**config.mk**
```make
export PLATFORM = sky130hd
export DESIGN_NAME = circle_cmd_dispatch
export DESIGN_NICKNAME = d
export VERILOG_FILES = /design/src/rtl/circle_cmd_dispatch.sv
export SDC_FILE = /design/constraint.sdc
export NUM_CORES = 1
export LEC_CHECK = 0
export CORE_MARGIN = 1
export CORE_UTILIZATION = 38
export DETAILED_ROUTE_END_ITERATION = 12
export GPL_TIMING_DRIVEN = 1
export PLACE_DENSITY = 0.73
export SETUP_SLACK_MARGIN = 0.05
export SYNTH_ARGS = -nofsm -noshare
export SYNTH_HDL_FRONTEND = slang
export SYNTH_SLANG_ARGS = --single-unit
```
**constraint.sdc**
```tcl
create_clock -name clk -period 1.5 [get_ports clk]
set_clock_uncertainty 0.1 [all_clocks]
set_input_delay 0.3 -clock clk [delete_from_list [all_inputs] [get_ports clk]]
set_output_delay 0.3 -clock clk [all_outputs]
set_load 0.05 [all_outputs]
```
**src/rtl/circle_cmd_dispatch.sv**
```systemverilog
// Command dispatcher: pops circle commands (opcode/color word, then an argument word)
// from a FWFT FIFO and drives the circle engine. Define CIRCLE_DISPATCH_STATS_EN to enable circle_count.
module circle_cmd_dispatch #(
  parameter logic [7:0] OP_CIRCLE = 8'h03,
  parameter logic [7:0] OP_NOP    = 8'h00
) (
  input  logic        clk,
  input  logic        rst,
  input  logic        cmd_empty,
  input  logic [31:0] cmd_dout,
  output logic        cmd_rd_en,
  input  logic        CE_ready,
  output logic [23:0] CE_color,
  output logic        CE_color_valid,
  output logic [31:0] CE_arguments,
  output logic        CE_arguments_valid,
  output logic        CE_trigger,
  output logic        busy,
  output logic        err_unknown_op,
  output logic [15:0] circle_count
);

  typedef enum logic [2:0] {
    IDLE,
    ARGS,
    TRIG,
    WAIT_LOW,
    WAIT_READY
  } state_t;

  state_t      r_state;
  state_t      w_state_next;
  logic        w_pop;
  logic        w_color_load;
  logic        w_args_load;
  logic        w_bad_op;
  logic [7:0]  w_opcode;

  logic [23:0] r_color;
  logic        r_color_valid;
  logic [31:0] r_arguments;
  logic        r_arguments_valid;
  logic        r_trigger;
  logic        r_err;

  assign w_opcode = cmd_dout[31:24];

  always_comb begin
    w_state_next = r_state;
    w_pop        = 1'b0;
    w_color_load = 1'b0;
    w_args_load  = 1'b0;
    w_bad_op     = 1'b0;
    case (r_state)
      IDLE: begin
        if (CE_ready && !cmd_empty) begin
          w_pop = 1'b1;
          if (w_opcode == OP_CIRCLE) begin
            w_color_load = 1'b1;
            w_state_next = ARGS;
          end else if (w_opcode != OP_NOP) begin
            w_bad_op = 1'b1;
          end
        end
      end
      // The argument word is never opcode-decoded, whatever its top byte holds.
      ARGS: begin
        if (!cmd_empty) begin
          w_pop        = 1'b1;
          w_args_load  = 1'b1;
          w_state_next = TRIG;
        end
      end
      TRIG:       w_state_next = WAIT_LOW;
      WAIT_LOW:   if (!CE_ready) w_state_next = WAIT_READY;
      WAIT_READY: if (CE_ready) w_state_next = IDLE;
      default:    w_state_next = IDLE;
    endcase
  end

  always_ff @(posedge clk) begin
    if (rst) begin
      r_state           <= IDLE;
      r_color           <= 24'h0;
      r_color_valid     <= 1'b0;
      r_arguments       <= 32'h0;
      r_arguments_valid <= 1'b0;
      r_trigger         <= 1'b0;
      r_err             <= 1'b0;
    end else begin
      r_state           <= w_state_next;
      r_color_valid     <= w_color_load;
      r_arguments_valid <= w_args_load;
      r_trigger         <= (r_state == TRIG);
      r_err             <= r_err | w_bad_op;
      if (w_color_load) r_color <= cmd_dout[23:0];
      if (w_args_load) r_arguments <= cmd_dout;
    end
  end

`ifdef CIRCLE_DISPATCH_STATS_EN
  logic [15:0] r_circle_count;

  always_ff @(posedge clk) begin
    if (rst) begin
      r_circle_count <= 16'h0000;
    end else if (r_state == TRIG) begin
      r_circle_count <= r_circle_count + 16'h0001;
    end
  end

  assign circle_count = r_circle_count;
`else
  assign circle_count = 16'h0000;
`endif

  // Reset must never consume a FIFO word, even though the FSM still sees IDLE/ARGS.
  assign cmd_rd_en          = w_pop & ~rst;
  assign CE_color           = r_color;
  assign CE_color_valid     = r_color_valid;
  assign CE_arguments       = r_arguments;
  assign CE_arguments_valid = r_arguments_valid;
  assign CE_trigger         = r_trigger;
  assign busy               = (r_state != IDLE);
  assign err_unknown_op     = r_err;

endmodule

```
After elaboration in Yosys (flattened, before gate mapping)
Cells that the tools add are included.
{"block": "totals", "output_inout_bits": 78, "elab_cells": 43, "register_bits": 63, "inputBits": 36}
{"block": "classes", "eq_ne": 10, "bitwise": 3, "n_mux": 17, "n_reduce_logical": 6}
{"op": "$mux 3", "count": 5}
{"op": "$pmux 3 s5", "count": 1}
{"op": "$mux 1", "count": 10}
{"op": "$ne 2x2->1 const B", "count": 5}
{"op": "$eq 8x2->1 const B", "count": 1}
{"op": "$reduce_bool 8->1", "count": 1}
{"op": "$eq 3x2->1 const B", "count": 2}
{"op": "$reduce_and 5->1", "count": 1}
{"op": "$eq 3x1->1 const B", "count": 1}
{"op": "$eq 3x3->1 const B", "count": 1}
{"op": "$logic_not 3->1", "count": 1}
{"op": "$reduce_bool 3->1", "count": 1}
{"op": "$pmux 1 s2", "count": 1}
{"op": "$and 1x1->1", "count": 1}
{"op": "$logic_and 1x1->1", "count": 1}
{"op": "$logic_not 1->1", "count": 1}
{"op": "$not 1->1", "count": 1}
{"op": "$or 1x1->1", "count": 1}

Longest topological paths before layout
{"block": "depth", "word_depth": 6, "ltp_mapped": 5, "depth_no_buf": 3}

Worst setup path before layout
Ideal clock, no wire load.
{"block": "synth_timing", "kind": "flip-flop to output port", "from": "register r_state[1]", "to": "output port cmd_rd_en", "stages_incl_launch_ff": 5, "t_arrival_ns": 1.644, "path_buffers": 2, "required_time_ns": 1.100, "setup_slack_ns": -0.544, "cell_sequence": "dfxtp_1 -> or4b_1 -> buf_2 -> buf_6 -> a21oi_2"}
{"block": "synth_via", "elab_chain_len": 3, "elab_cells_between_ends": 4, "cone_classes": "1 x eq/ne; 1 x mux; 1 x bitwise; 1 x reduce/logical"}
{"element": "from (decl)", "line": "31", "text": "state_t r_state;"}
{"element": "from (signal assigned)", "line": "91", "text": "r_state <= w_state_next;"}
{"element": "$eq 3x1->1 / $logic_not 3->1 (equally long branches)", "line": "54", "text": "case (r_state)"}
{"element": "$pmux 1 s2 *", "line": "54"}
{"element": "$and 1x1->1 *", "line": "118", "text": "assign cmd_rd_en = w_pop & ~rst;"}
{"element": "to (decl)", "line": "11", "text": "output logic cmd_rd_en,"}
Mark *: on every way between the ends. The rest lies on a longest branch, timed or not.

Final worst setup path
{"block": "layout_timing", "from": "register r_state[0]", "to": "output port cmd_rd_en"}
The elaborated chain is that of the path after synthesis.

==> impl_metrics.py <==
metrics = {
    "finish": {
        "syn2layout_area_growth_pct": 78.2,
        "regArea_mm2": 0.00127,
        "fill_cells": 508,
        "layout-drive-gt1-share_pct": 28.8,
        "finalNonFillerCells": 512,
        "diodes": 0,
        "fin_nets": 447,
        "fin_area_mm2": 0.00475,
        "multiInputGateArea_mm2": 0.00126,
    },
    "pwr": {
        "combPwrFrac_pct": 9.5,
        "power_density_mw_per_mm2": 750,
        "p_switching_mw": 0.837,
        "switching_share_pct": 23.5,
        "cell_internal_pwr_mw": 2.72,
        "ir_drop_mv": 0.577,
        "leakagePower_nw": 1.79,
        "clkPwrFrac_pct": 43.3,
        "pwr-share-seq_pct": 47.2,
    },
    "synth": {
        "synth_area_leader_cell": "dfxtp_1",
        "synth_area_leaders": "dfxtp_1 47%, nand2b_1 12%, nand2_1 9.3%",
        "synth_top_area_share_pct": 47.4,
        "synth_edf_count": 0,
        "syn_inst": 296,
        "ys_async_sr_fraction_pct": 0,
        "synth_cell_type_count": 32,
        "synth_area_mm2": 0.00266,
        "synth_common_cells": "66 x nand2_1, 63 x dfxtp_1, 49 x nand2b_1, 33 x a21oi_1, 24 x mux2i_1",
        "yosys_warnings": 0,
        "syn_avg_cell_area_um2": 9.00,
        "yosysMostFrequentCell": "nand2_1",
        "synth-seq-cells": 63,
        "ys.flop_type": "dfxtp_1",
        "ys_seq_area_share_pct": 47.4,
    },
    "die": {
        "io_pins": 114,
        "die_h_um": 85.7,
        "fp.dieArea_mm2": 0.00735,
        "core_mm2": 0.00679,
        "fp-row-count": 30,
        "die_w_um": 85.7,
        "start_util_pct": 39.2,
    },
    "global_route": {
        "gr-total-overflow": 0,
        "grt_use_total_pct": 19.5,
        "grt_start_max_net_pins": 43,
        "antenna_found_initial": 0,
        "grt_pass1_vias": 2241,
        "grt_pass1_wl_mm": 11.0,
    },
    "cts": {
        "cts_tree": "done",
        "clkLatencyLatePin_ns": 0.33,
        "clockBufferDepth": 2,
        "cts.htree.levels": 3,
        "clk_pin_slew_ns": 0.07,
        "clk_root_buffer_cell": "clkbuf_8",
        "cts_inserted_buffers": 9,
        "hold_buffers": 0,
        "clock_sinks": 63,
    },
    "outcome": {
        "violations": "negative setup slack",
        "outcome": "finished with violations",
    },
    "placed_design": {
        "postPlaceCellArea_mm2": 0.00437,
        "numPortBuffers": 97,
        "gp_congestion": 0.805,
        "placed_cells": 489,
        "place_hpwl_mm": 4.65,
    },
    "sta": {
        "hold_viol_final": 0,
        "fin_ws_ns": -0.442,
        "setup_violations": 59,
        "finalCritPeriodShare_pct": 129,
        "fin_hold_ws_ns": 0.164,
        "rsz0062_at_grt": "yes",
        "fmaxAchievable_ghz": 0.515,
        "drv_slew": 0,
        "fin_crit_ns": 1.94,
    },
    "hold_path": {
        "hold_class": "primary input to register",
    },
    "routing": {
        "viasPerCell": 4.56,
        "wirelength_mm": 7.03,
        "via_count": 2333,
        "postRouteAntennaNets": 0,
        "first_iter_violations": 103,
        "drc": 0,
        "detail_route.first_pass.iterations": 4,
        "detail_route.wl_per_cell_um": 13.7,
    },
    "worst_setup_path": {
        "path_class": "register to primary output",
        "required_ns": 1.10,
        "arrival_ns": 1.54,
        "path_max_fanout": 5,
        "crit_path_start_kind": "register",
        "end_kind": "primary output",
    },
    "job": {
        "cap_viol_max_count": 0,
    },
}
power groups by stage:
stage / logic (mW) / clock network (mW) / registers (mW)
detailed placement: 0.334 / 0 / 1.72
global placement: 0.332 / 0 / 1.72
global route: 0.359 / 1.66 / 1.68
floorplan: 0.197 / 0 / 1.73
finish: 0.339 / 1.54 / 1.68
CTS: 0.338 / 1.58 / 1.68
cells by family (layout without fill, tap and decap cells):
| logic type | after synthesis | in the layout | share of synthesized area, % |
|---|---|---|---|
| other cells | 1 | 16 | 0.141 |
| xor+xnor | 1 | 1 | 0.329 |
| compound gates | 38 | 38 | 7.61 |
| buf+inv | 37 | 142 | 10.0 |
| mux | 24 | 24 | 9.02 |
| simple gates | 132 | 132 | 25.5 |
| flops | 63 | 63 | 47.4 |
worst paths after layout:
kind / startpoint / endpoint / slack [ns] / cells after the start
min: CE_ready / r_state[2]$_SDFFE_PP0P_ / 0.16 / 3
max: r_state[0]$_SDFFE_PP0P_ / cmd_rd_en / -0.44 / 3
max reg2reg: r_state[0]$_SDFFE_PP0P_ / CE_arguments[15]$_SDFFE_PP0P_ / -0.29 / 6
min reg2reg: CE_arguments[26]$_SDFFE_PP0P_ / CE_arguments[26]$_SDFFE_PP0P_ / 0.39 / 2
metal layers:
layer	part of all wire, %	up-vias	track usage [%]
li1	-	1160	-
met1	43	1093	23.2
met2	50	72	33.4
met3	5.4	8	5.39
met4	0.97	0	7.73
met5	0	-	0
through the flow:
stage	total power [mW]	util, %	TNS, ns	setup WS (ns)
after CTS	3.60	69.2	-5.88	-0.448
final	3.56	69.9	-9.59	-0.442
after floorplan	1.92	-	-0.358	-0.358
after global placement	2.05	64.3	-32.42	-0.590
after global routing	3.70	69.9	-12.62	-0.478
after detailed placement	2.05	64.3	-36.20	-0.668
worst max-delay path: stages, from the launching register on:
cell,delay [ns]
dfxtp_4,0.39
or4b_4,0.50
a21oi_4,0.17
buf_12,0.15
flip-flops by register name (all words and copies together), names as in the netlist:
register,cells
CE_arguments,32
CE_arguments_valid,1
r_state,3
CE_color,24
err_unknown_op,1
CE_trigger,1
CE_color_valid,1
area by class of cell:
| type | instances | area share [%] |
|---|---|---|
| tap | 96 | 2.53 |
| multi-input combinational | 211 | 26.6 |
| clock inverter | 3 | 0.844 |
| inverter | 1 | 0.0791 |
| sequential | 63 | 26.7 |
| timing repair buffer | 125 | 39.7 |
| clock buffer | 13 | 3.56 |
what timing repair did:
item	CTS	global route
pin swaps	5	3
gates resized for setup	19	8
buffers inserted	2	3
setup endpoints to repair	62	61
gates cloned	2	0
cells in the final DEF, fill, tap and decap left out, drive strengths merged, types with 2 or more instances in the layout:
cell / netlist / layout
clkdlybuf4s50: 0 / 24
dlygate4sd2: 0 / 8
nand2: 66 / 66
buf: 26 / 89
dfxtp: 63 / 63
clkinv: 0 / 2
nor4b: 3 / 3
nand2b: 49 / 49
a21oi: 34 / 34
bufbuf: 0 / 2
mux2i: 24 / 24
conb: 1 / 16
dlymetal6s2s: 0 / 2
nor2: 3 / 3
clkbuf: 10 / 13
No activity file was read; power rests on OpenSTA's default activity.
